**config.mk**
```make
export PLATFORM = sky130hd
export DESIGN_NAME = cd_multi
export DESIGN_NICKNAME = d
export VERILOG_FILES = /design/src/rtl/cd_pkg.sv /design/src/rtl/cd_channel.sv /design/src/rtl/cd_multi.sv
export SDC_FILE = /design/constraint.sdc
export NUM_CORES = 1
export LEC_CHECK = 0
export ABC_AREA = 1
export CORE_MARGIN = 2
export CORE_UTILIZATION = 45
export DETAILED_ROUTE_END_ITERATION = 12
export GPL_TIMING_DRIVEN = 0
export PLACE_DENSITY_LB_ADDON = 0.12
export SKIP_CTS_REPAIR_TIMING = 1
export SLEW_MARGIN = 20
export SYNTH_ARGS = -nofsm -noshare
export SYNTH_HDL_FRONTEND = slang
export SYNTH_SLANG_ARGS = --single-unit
```
**constraint.sdc**
```tcl
create_clock -name clk -period 2.6 [get_ports clk]
set_input_delay 0.26 -clock clk [delete_from_list [all_inputs] [get_ports clk]]
set_output_delay 0.26 -clock clk [all_outputs]
set_load 0.01 [all_outputs]
```
**src/rtl/cd_pkg.sv**
```systemverilog
// Shared definitions for the multi-channel clock divider: address map,
// reset defaults and config FSM encoding.
package cd_pkg;

  // Channel limits start at address 0; the enable mask sits right after them.
  localparam int CD_LIMIT_BASE = 0;
  localparam int CD_DEF_LIMIT  = 24;
  localparam logic [7:0] CD_DEF_EN = 8'hFF;

  typedef enum logic [0:0] {
    CD_IDLE  = 1'b0,
    CD_APPLY = 1'b1
  } cd_state_e;

  function automatic int cd_enable_addr(input int num_ch);
    return CD_LIMIT_BASE + num_ch;
  endfunction

endpackage

```
**src/rtl/cd_channel.sv**
```systemverilog
// One divided-clock channel: counter, toggle flop, limit register and the
// hook that lets a staged limit land on a terminal count.
module cd_channel
  import cd_pkg::*;
#(
  parameter int WIDTH = 16,
  parameter logic [WIDTH-1:0] DEF_LIMIT = WIDTH'(CD_DEF_LIMIT)
) (
  input  logic             clk,
  input  logic             rst_n,
  input  logic             en,
  input  logic             load,
  input  logic [WIDTH-1:0] new_limit,
  output logic             tc,
  output logic             clk_out
);

  logic [WIDTH-1:0] count;
  logic [WIDTH-1:0] limit;

  assign tc = en && (count == limit);

  // A load coinciding with tc swaps the limit after this half period completes.
  always_ff @(posedge clk or negedge rst_n) begin
    if (!rst_n) begin
      count   <= '0;
      limit   <= DEF_LIMIT;
      clk_out <= 1'b0;
    end else begin
      if (load) limit <= new_limit;
      if (!en) begin
        count   <= '0;
        clk_out <= 1'b0;
      end else if (tc) begin
        count   <= '0;
        clk_out <= ~clk_out;
      end else begin
        count <= count + 1'b1;
      end
    end
  end

endmodule

```
**src/rtl/cd_multi.sv**
```systemverilog
// Multi-channel clock divider with a ready/valid configuration port.
// Optional macro CD_MULTI_TICK_EN adds a per-channel terminal-count pulse output.
module cd_multi
  import cd_pkg::*;
#(
  parameter int NUM_CH = 4,
  parameter int WIDTH  = 16,
  parameter logic [WIDTH-1:0]  DEF_LIMIT = WIDTH'(CD_DEF_LIMIT),
  parameter logic [NUM_CH-1:0] DEF_EN    = CD_DEF_EN[NUM_CH-1:0],
  localparam int ADDR_W = $clog2(NUM_CH + 1)
) (
  input  logic              clk,
  input  logic              rst_n,
  input  logic [ADDR_W-1:0] c_addr,
  input  logic [WIDTH-1:0]  c_data,
  input  logic              c_valid,
  output logic              c_ready,
  output logic [NUM_CH-1:0] clk_out
`ifdef CD_MULTI_TICK_EN
  ,
  output logic [NUM_CH-1:0] tick
`endif
);

  cd_state_e         state, state_nxt;
  logic [NUM_CH-1:0] en_q;
  logic [ADDR_W-1:0] pend_ch;
  logic [WIDTH-1:0]  pend_limit;
  logic [NUM_CH-1:0] tc;
  logic [NUM_CH-1:0] applied;
  logic              accept, is_limit, is_enable;

  assign c_ready   = rst_n && (state == CD_IDLE);
  assign accept    = c_valid && c_ready;
  assign is_limit  = c_addr < ADDR_W'(cd_enable_addr(NUM_CH));
  assign is_enable = c_addr == ADDR_W'(cd_enable_addr(NUM_CH));

  always_ff @(posedge clk or negedge rst_n) begin
    if (!rst_n) state <= CD_IDLE;
    else        state <= state_nxt;
  end

  always_comb begin
    state_nxt = state;
    case (state)
      CD_IDLE:  if (accept && is_limit) state_nxt = CD_APPLY;
      CD_APPLY: if (|applied)           state_nxt = CD_IDLE;
      default:  state_nxt = CD_IDLE;
    endcase
  end

  // Only one limit write can be outstanding since c_ready drops in APPLY.
  always_ff @(posedge clk or negedge rst_n) begin
    if (!rst_n) begin
      en_q       <= DEF_EN;
      pend_ch    <= '0;
      pend_limit <= '0;
    end else begin
      if (accept && is_limit) begin
        pend_ch    <= c_addr - ADDR_W'(CD_LIMIT_BASE);
        pend_limit <= c_data;
      end
      if (accept && is_enable) en_q <= c_data[NUM_CH-1:0];
    end
  end

  for (genvar i = 0; i < NUM_CH; i++) begin : g_ch
    // A disabled target has no terminal count to wait for, so it loads at once.
    assign applied[i] = (state == CD_APPLY) && (pend_ch == ADDR_W'(i)) &&
                        (tc[i] || !en_q[i]);

    cd_channel #(
      .WIDTH     (WIDTH),
      .DEF_LIMIT (DEF_LIMIT)
    ) u_ch (
      .clk       (clk),
      .rst_n     (rst_n),
      .en        (en_q[i]),
      .load      (applied[i]),
      .new_limit (pend_limit),
      .tc        (tc[i]),
      .clk_out   (clk_out[i])
    );
  end

`ifdef CD_MULTI_TICK_EN
  assign tick = tc;
`endif

endmodule

```
==> metrics.csv, run 1 <==
stage,metric,value,unit
logic_synthesis,synthesis.nets,971,
critical_path,crit_arrival,2.01,ns
job,maxCapViolations,0,
floorplanning,fp.dieW,136.4,um
final_layout,synthToLayoutAreaGrowth,17.21,%
floorplanning,core_area,17240,um2
placement,placed_cells,1197,
global_routing,grt_pass1_wl,28680,um
final_layout,regArea,3919,um2
sta,worst_pin_slew,0.7215,ns
sta,finalSetupViolations,0,
routing,drt_iter0_drc,320,
sta,finalHoldViolCount,0,
critical_path,crit_end,c_ready,
final_layout,fill_cells,1605,
clock_tree,tritoncts,done,
final_layout,final_common_cell,nand2_1,
critical_path,cp-start-kind,input pin,
placement,dpl_cell_area,8464,um2
status,status,"finished, final reports clean",
sta,max_freq,440.5,MHz
global_routing,gr-total-overflow,0,
routing,viasPerCell,4.817,
floorplanning,num_rows,48,
floorplanning,die-height,136.4,um
sta,fin_crit_sh,0.8732,
critical_path,worstPathCellList,dlygate4sd3_1 > buf_8 > buf_16 > inv_1 > nor2_1 > clkdlybuf4s50_1,
logic_synthesis,synth_seq_cells,156,
global_routing,grt_usage,0.2020,
critical_path,cp-startpoint,rst_n,
final_layout,multi_input_area,3161,um2
sta,hold_slack,0.4068,ns
sta,min_period,2.270,ns
critical_path,r2r-end,pend_limit[5],
pwr,power.leakage,4.651,nW
critical_path,cp-end-kind,primary output,
clock_tree,clk_latency,0.42,ns
global_routing,grt_pass1_vias,5679,
critical_path,reg2reg_depth,6,
clock_tree,cts_buffers,17,
placement,dp_hpwl,11970,um
pwr,powerDensity,1024,nW/um2
critical_path,required,2.34,ns
final_layout,n_antenna_cell,0,
sta,fin_skew,0.008234,ns
critical_path,rr_startpoint,state,
final_layout,fin_cells,1234,
floorplanning,start_util,0.4578,
routing,wl_per_cell,14.34,um
clock_tree,clkTransAtPathRegs,0.06,ns
clock_tree,cts.sinks,156,
sta,rsz0062_at_grt,no,
routing,num_vias,5944,
logic_synthesis,netlist_area,7890,um2
floorplanning,ios,27,
worst_hold_path,min_path_type,input pin to register,
floorplanning,die-area,18610,um2
routing,drc,0,
clock_tree,h-tree-depth,4,
routing,ant_nets,0,
pwr,vdd_ir_drop_max,0.0006150,V
placement,gp_routability_congestion,0.7893,
final_layout,mostFrequentLayoutCells,"nand2_1, inv_1, dfrtp_1",
logic_synthesis,avgSynthCellArea,8.349,um2
sta,max_slew_margin,0.5154,
final_layout,nets,1023,
logic_synthesis,synthCells,945,
worst_hold_path,hold_depth,3,
global_routing,grt_max_degree,96,
logic_synthesis,ys_warn_count,0,
critical_path,timing.reg2reg.setup_slack,0.75,ns
final_layout,stdcell_area,9248,um2
sta,slew_viol_final,0,
critical_path,cpMaxStageDelayCell,clkdlybuf4s50_1,
global_routing,antenna_found_initial,0,
logic_synthesis,yosysUniqueCellTypes,33,
final_layout,drive_gt1_frac,0.1635,
clock_tree,clockBufferDepth,2,
logic_synthesis,yosysSeqAreaShare,0.4967,
critical_path,critical_path_class,input pin to primary output,
critical_path,cpPeakStageDelay,0.59,ns
critical_path,crit_fanout,9,
clock_tree,clockRootBuffer,clkbuf_16,
routing,dr.pass1.iters,4,
placement,portBuffers,26,
routing,routed_wl,17690,um
[logic make-up (layout without fill, tap and decap cells)]
group	after synthesis	count (layout)	share of synthesized area
buffers and inverters	184	248	0.1028
AO/OA/AOI/OAI	165	165	0.1319
adder cells (fa/ha/maj)	4	4	0.006343
XOR/XNOR	33	33	0.03663
AND/OR/NAND/NOR	402	402	0.2242
multiplexers	1	1	0.001427
flip-flops	156	156	0.4967
[area by class of cell]
class,instances,area share
clock inverter,6,0.01678
inverter,160,0.06494
buffer,24,0.02273
multi-input combinational,605,0.3418
tap,225,0.03044
sequential,156,0.4238
timing repair buffer,33,0.04492
clock buffer,25,0.05466
[registers in the layout, summed over array words and instances, names as in the netlist]
name and cells:
g_ch.u_ch.count 64, g_ch.u_ch.limit 64, pend_limit 16, en_q 4
g_ch.u_ch.clk_out 4, pend_ch 3, state 1
[cells in the mapped netlist]
| cell type | n | area [um2] |
|---|---|---|
| a21oi_1 | 32 | 160.2 |
| buf_2 | 3 | 15.01 |
| buf_4 | 7 | 52.55 |
| buf_6 | 12 | 135.1 |
| clkbuf_1 | 2 | 7.510 |
| clkinv_1 | 1 | 3.750 |
| dfrtp_1 | 144 | 3603 |
| dfstp_2 | 12 | 315.3 |
| ha_1 | 4 | 50.05 |
| inv_1 | 148 | 555.5 |
| inv_2 | 11 | 41.29 |
| mux2_2 | 1 | 11.26 |
| nand2_1 | 229 | 859.6 |
| nand2_2 | 12 | 75.07 |
| nand2_4 | 8 | 90.09 |
| nand3_1 | 30 | 150.1 |
| nand3_2 | 3 | 30.03 |
| nand4_1 | 8 | 50.05 |
| nor2_1 | 86 | 322.8 |
| nor2_2 | 11 | 68.82 |
| nor2_4 | 1 | 11.26 |
| nor2_8 | 1 | 20.02 |
| nor3_1 | 6 | 30.03 |
| nor3b_1 | 2 | 15.01 |
| nor4_1 | 4 | 25.02 |
| nor4_4 | 1 | 21.27 |
| o211ai_1 | 11 | 82.58 |
| o21ai_0 | 49 | 245.2 |
| o21ai_1 | 22 | 110.1 |
| o21ai_2 | 48 | 420.4 |
| o21bai_1 | 3 | 22.52 |
| xnor2_1 | 1 | 8.760 |
| xor2_1 | 32 | 280.3 |
[per-stage QoR]
| step | utilization | setup slack (ns) | power (mW) | setup TNS, ns |
|---|---|---|---|---|
| 2_1_floorplan | - | 1.076 | 5.819 | 0 |
| 3_3_place_gp | 0.4892 | -5.387 | 6.631 | -941.53 |
| 3_5_place_dp | 0.4911 | -0.09306 | 6.712 | -0.5393 |
| 4_1_cts | 0.5294 | 0.2930 | 9.554 | 0 |
| 5_1_grt | 0.5365 | 0.2637 | 10.15 | 0 |
| 6_report | 0.5365 | 0.3296 | 9.466 | 0 |
[where the power goes]
group,leakage (nW),total [mW],internal [mW],switching (mW)
sequential,2.03,3.76,3.20,0.558
combinational,2.29,2.91,1.09,1.82
clock,0.324,2.80,1.83,0.969
[critical path: cells and delay by family]
kind	cells	cell delay, ns
AND/OR/NAND/NOR	1	0.20
buffers and inverters	5	1.54
[routing by layer]
layer | track usage | part of all wire
met1 | 0.2822 | 0.48
met2 | 0.3177 | 0.46
met3 | 0.04549 | 0.044
met4 | 0.05440 | 0.0088
met5 | 0 | 0
[worst min-delay path by stage]
stage                            endpoint                   from
detailed placement  g_ch[0].u_ch.count[4]                  rst_n
finish                     pend_limit[14]             c_data[14]
floorplan            g_ch[0].u_ch.clk_out                  rst_n
CTS                 g_ch[0].u_ch.count[4]                  rst_n
global placement    g_ch[1].u_ch.limit[3]  g_ch[1].u_ch.limit[3]
global route                      en_q[2]                  rst_n
No activity file was read; power rests on OpenSTA's default activity.
==> inputs of run 2 (changes only) <==
- CORE_UTILIZATION: 45 -> 41
- DONT_BUFFER_PORTS: not set -> 1
- clock period: 2.6 -> 2.7 ns (I/O delays scaled with it)
==> metrics.csv, run 2 (same netlist as run 1, synthesis figures left out) <==
stage,metric,value,unit,change
worst_hold_path,min_path_type,input pin to async pin,,
critical_path,timing.reg2reg.setup_slack,0.70,ns,-0.05 ns
routing,num_vias,5747,,-3.3%
critical_path,critical_path_class,register to register,,
routing,routed_wl,17420,um,-1.5%
routing,dr.pass1.iters,5,,+1
placement,dpl_cell_area,8183,um2,-3.3%
global_routing,grt_max_degree,158,,+65%
critical_path,cp-start-kind,register,,
clock_tree,clkTransAtPathRegs,0.06,ns,about the same
critical_path,crit_arrival,2.28,ns,+0.27 ns
final_layout,n_antenna_cell,0,,unchanged
sta,finalSetupViolations,0,,unchanged
clock_tree,tritoncts,done,,
sta,finalHoldViolCount,157,,+157
critical_path,path_delay_family,buffers and inverters,,
critical_path,cpPeakStageDelay,0.42,ns,-0.17 ns
clock_tree,cts.sinks,156,,unchanged
routing,drc,0,,unchanged
critical_path,required,2.99,ns,+0.65 ns
sta,setup_tns,0,ns,unchanged
global_routing,gr-total-overflow,0,,unchanged
placement,gp_routability_congestion,0.7983,,+1.1%
sta,fin_crit_sh,0.7400,,
final_layout,stdcell_area,8926,um2,-3.5%
final_layout,drive_gt1_frac,0.1590,,-0.004575
sta,fin_skew,0.01627,ns,+0.008032 ns
placement,dp_hpwl,11970,um,about the same
final_layout,fill_cells,1849,,+15%
clock_tree,clk_latency,0.43,ns,about the same
sta,max_freq,500.5,MHz,
clock_tree,cts_buffers,17,,unchanged
critical_path,worstPathCellList,nor2_1 > nand2_1 > nor2_1 > buf_2 > clkbuf_1 > o21ai_0,,
pwr,power.leakage,4.508,nW,-3.1%
sta,max_slew_margin,0.4844,,-0.03099
pwr,powerDensity,970.2,nW/um2,-5.2%
critical_path,cp-end-kind,register,,
sta,slew_viol_final,0,,unchanged
final_layout,synthToLayoutAreaGrowth,13.13,%,
global_routing,grt_pass1_wl,28710,um,+0.12%
floorplanning,start_util,0.4204,,-0.03735
floorplanning,die-height,142.7,um,+4.6%
pwr,vdd_ir_drop_max,0.0005143,V,-16%
sta,min_period,1.998,ns,
status,status,finished with violations,,
global_routing,grt_usage,0.1854,,-0.01660
clock_tree,clockRootBuffer,clkbuf_16,,
critical_path,reg2reg_depth,6,,unchanged
final_layout,postLayoutCoreUtil,0.4756,,-0.06091
floorplanning,num_rows,50,,+4.2%
global_routing,antenna_found_initial,0,,unchanged
floorplanning,die-area,20370,um2,+9.5%
status,violations,hold timing,,
floorplanning,ios,27,,unchanged
clock_tree,clockBufferDepth,2,,unchanged
routing,wl_per_cell,14.18,um,-1.1%
placement,portBuffers,0,,-100%
sta,worst_pin_slew,0.7676,ns,+0.04614 ns
critical_path,cp_common_cell,nor2_1,,
final_layout,reg.largest.list,"g_ch.u_ch.count x64, g_ch.u_ch.limit x64, pend_limit x16",,
global_routing,grt_pass1_vias,5564,,-2.0%
critical_path,cp.depth,6,,unchanged
floorplanning,core_area,18770,um2,+8.9%
sta,rsz0062_at_grt,no,,
routing,ant_nets,0,,unchanged
final_layout,mostFrequentLayoutCells,"nand2_1, inv_1, dfrtp_1",,
critical_path,cpMaxStageDelayCell,dfrtp_1,,
final_layout,nets,1007,,-1.6%
sta,hold_slack,-0.4616,ns,-0.8684 ns
routing,drt_iter0_drc,306,,-4.4%
routing,viasPerCell,4.680,,-2.8%
critical_path,crit_fanout,10,,+1
floorplanning,fp.dieW,142.7,um,+4.6%
job,maxCapViolations,0,,unchanged
final_layout,final_common_cell,nand2_1,,
clock_tree,h-tree-depth,4,,unchanged
critical_path,worst-path-buf-inv,2,,-3
[run 2: changes by cell type in the layout (fill, tap and decap cells not counted), sizes merged]
cell / delta
buf: -6
clkdlybuf4s50: -25
dlygate4sd3: +15
clkinv: +3
bufinv: -3
clkinvlp: +1
[run 2: worst paths after layout]
kind,start,to
setup / recovery,state,pend_limit[0]
hold / removal,rst_n,g_ch[0].u_ch.count[4]
setup reg to reg,state,pend_limit[0]
hold reg to reg,g_ch[1].u_ch.limit[4],g_ch[1].u_ch.limit[4]
max in group asynchronous,rst_n,g_ch[1].u_ch.limit[3]
min in group clk,c_addr[1],pend_ch[1]
[run 2: area by class of cell]
class                      count  area, um2  area share
sequential                   156       3919      0.4390
multi-input combinational    605       3161      0.3541
inverter                     160      600.6     0.06728
clock buffer                  25      485.5     0.05439
tap                          234      292.8     0.03280
buffer                        24      210.2     0.02355
timing repair buffer          17      170.2     0.01906
clock inverter                 7      87.58    0.009812
[run 2: worst reg2reg max path, stage by stage, from the launching register on]
cell and delay [ns]:
dfrtp_1 0.42, nor2_1 0.29, nand2_1 0.17, nor2_1 0.14, buf_2 0.27, clkbuf_1 0.42
o21ai_0 0.14
[run 2: routing by layer]
metal,vias to the layer above,GRT usage,part of all wire
met1,2664,0.2595,0.51
met3,16,0.03957,0.021
li1,3019,-,-
met5,-,0,0
met2,48,0.2905,0.46
met4,0,0.05472,0.012
[run 2: power by group]
group | leakage (nW) | switching, mW | total, mW | internal [mW]
sequential | 2.03 | 0.538 | 3.62 | 3.08
clock | 0.281 | 0.937 | 2.37 | 1.43
combinational | 2.19 | 1.68 | 2.68 | 0.993
[run 2: metrics by stage]
| stage | total power [mW] | instances | setup WS (ns) |
|---|---|---|---|
| finish | 8.660 | 1228 | 0.7020 |
| global route | 9.359 | 1228 | 0.5413 |
| CTS | 8.755 | 1211 | 0.7208 |
| detailed placement | 6.350 | 1179 | 0.7312 |
| global placement | 6.286 | 1179 | 0.7192 |
| floorplan | 5.603 | 945 | 1.176 |
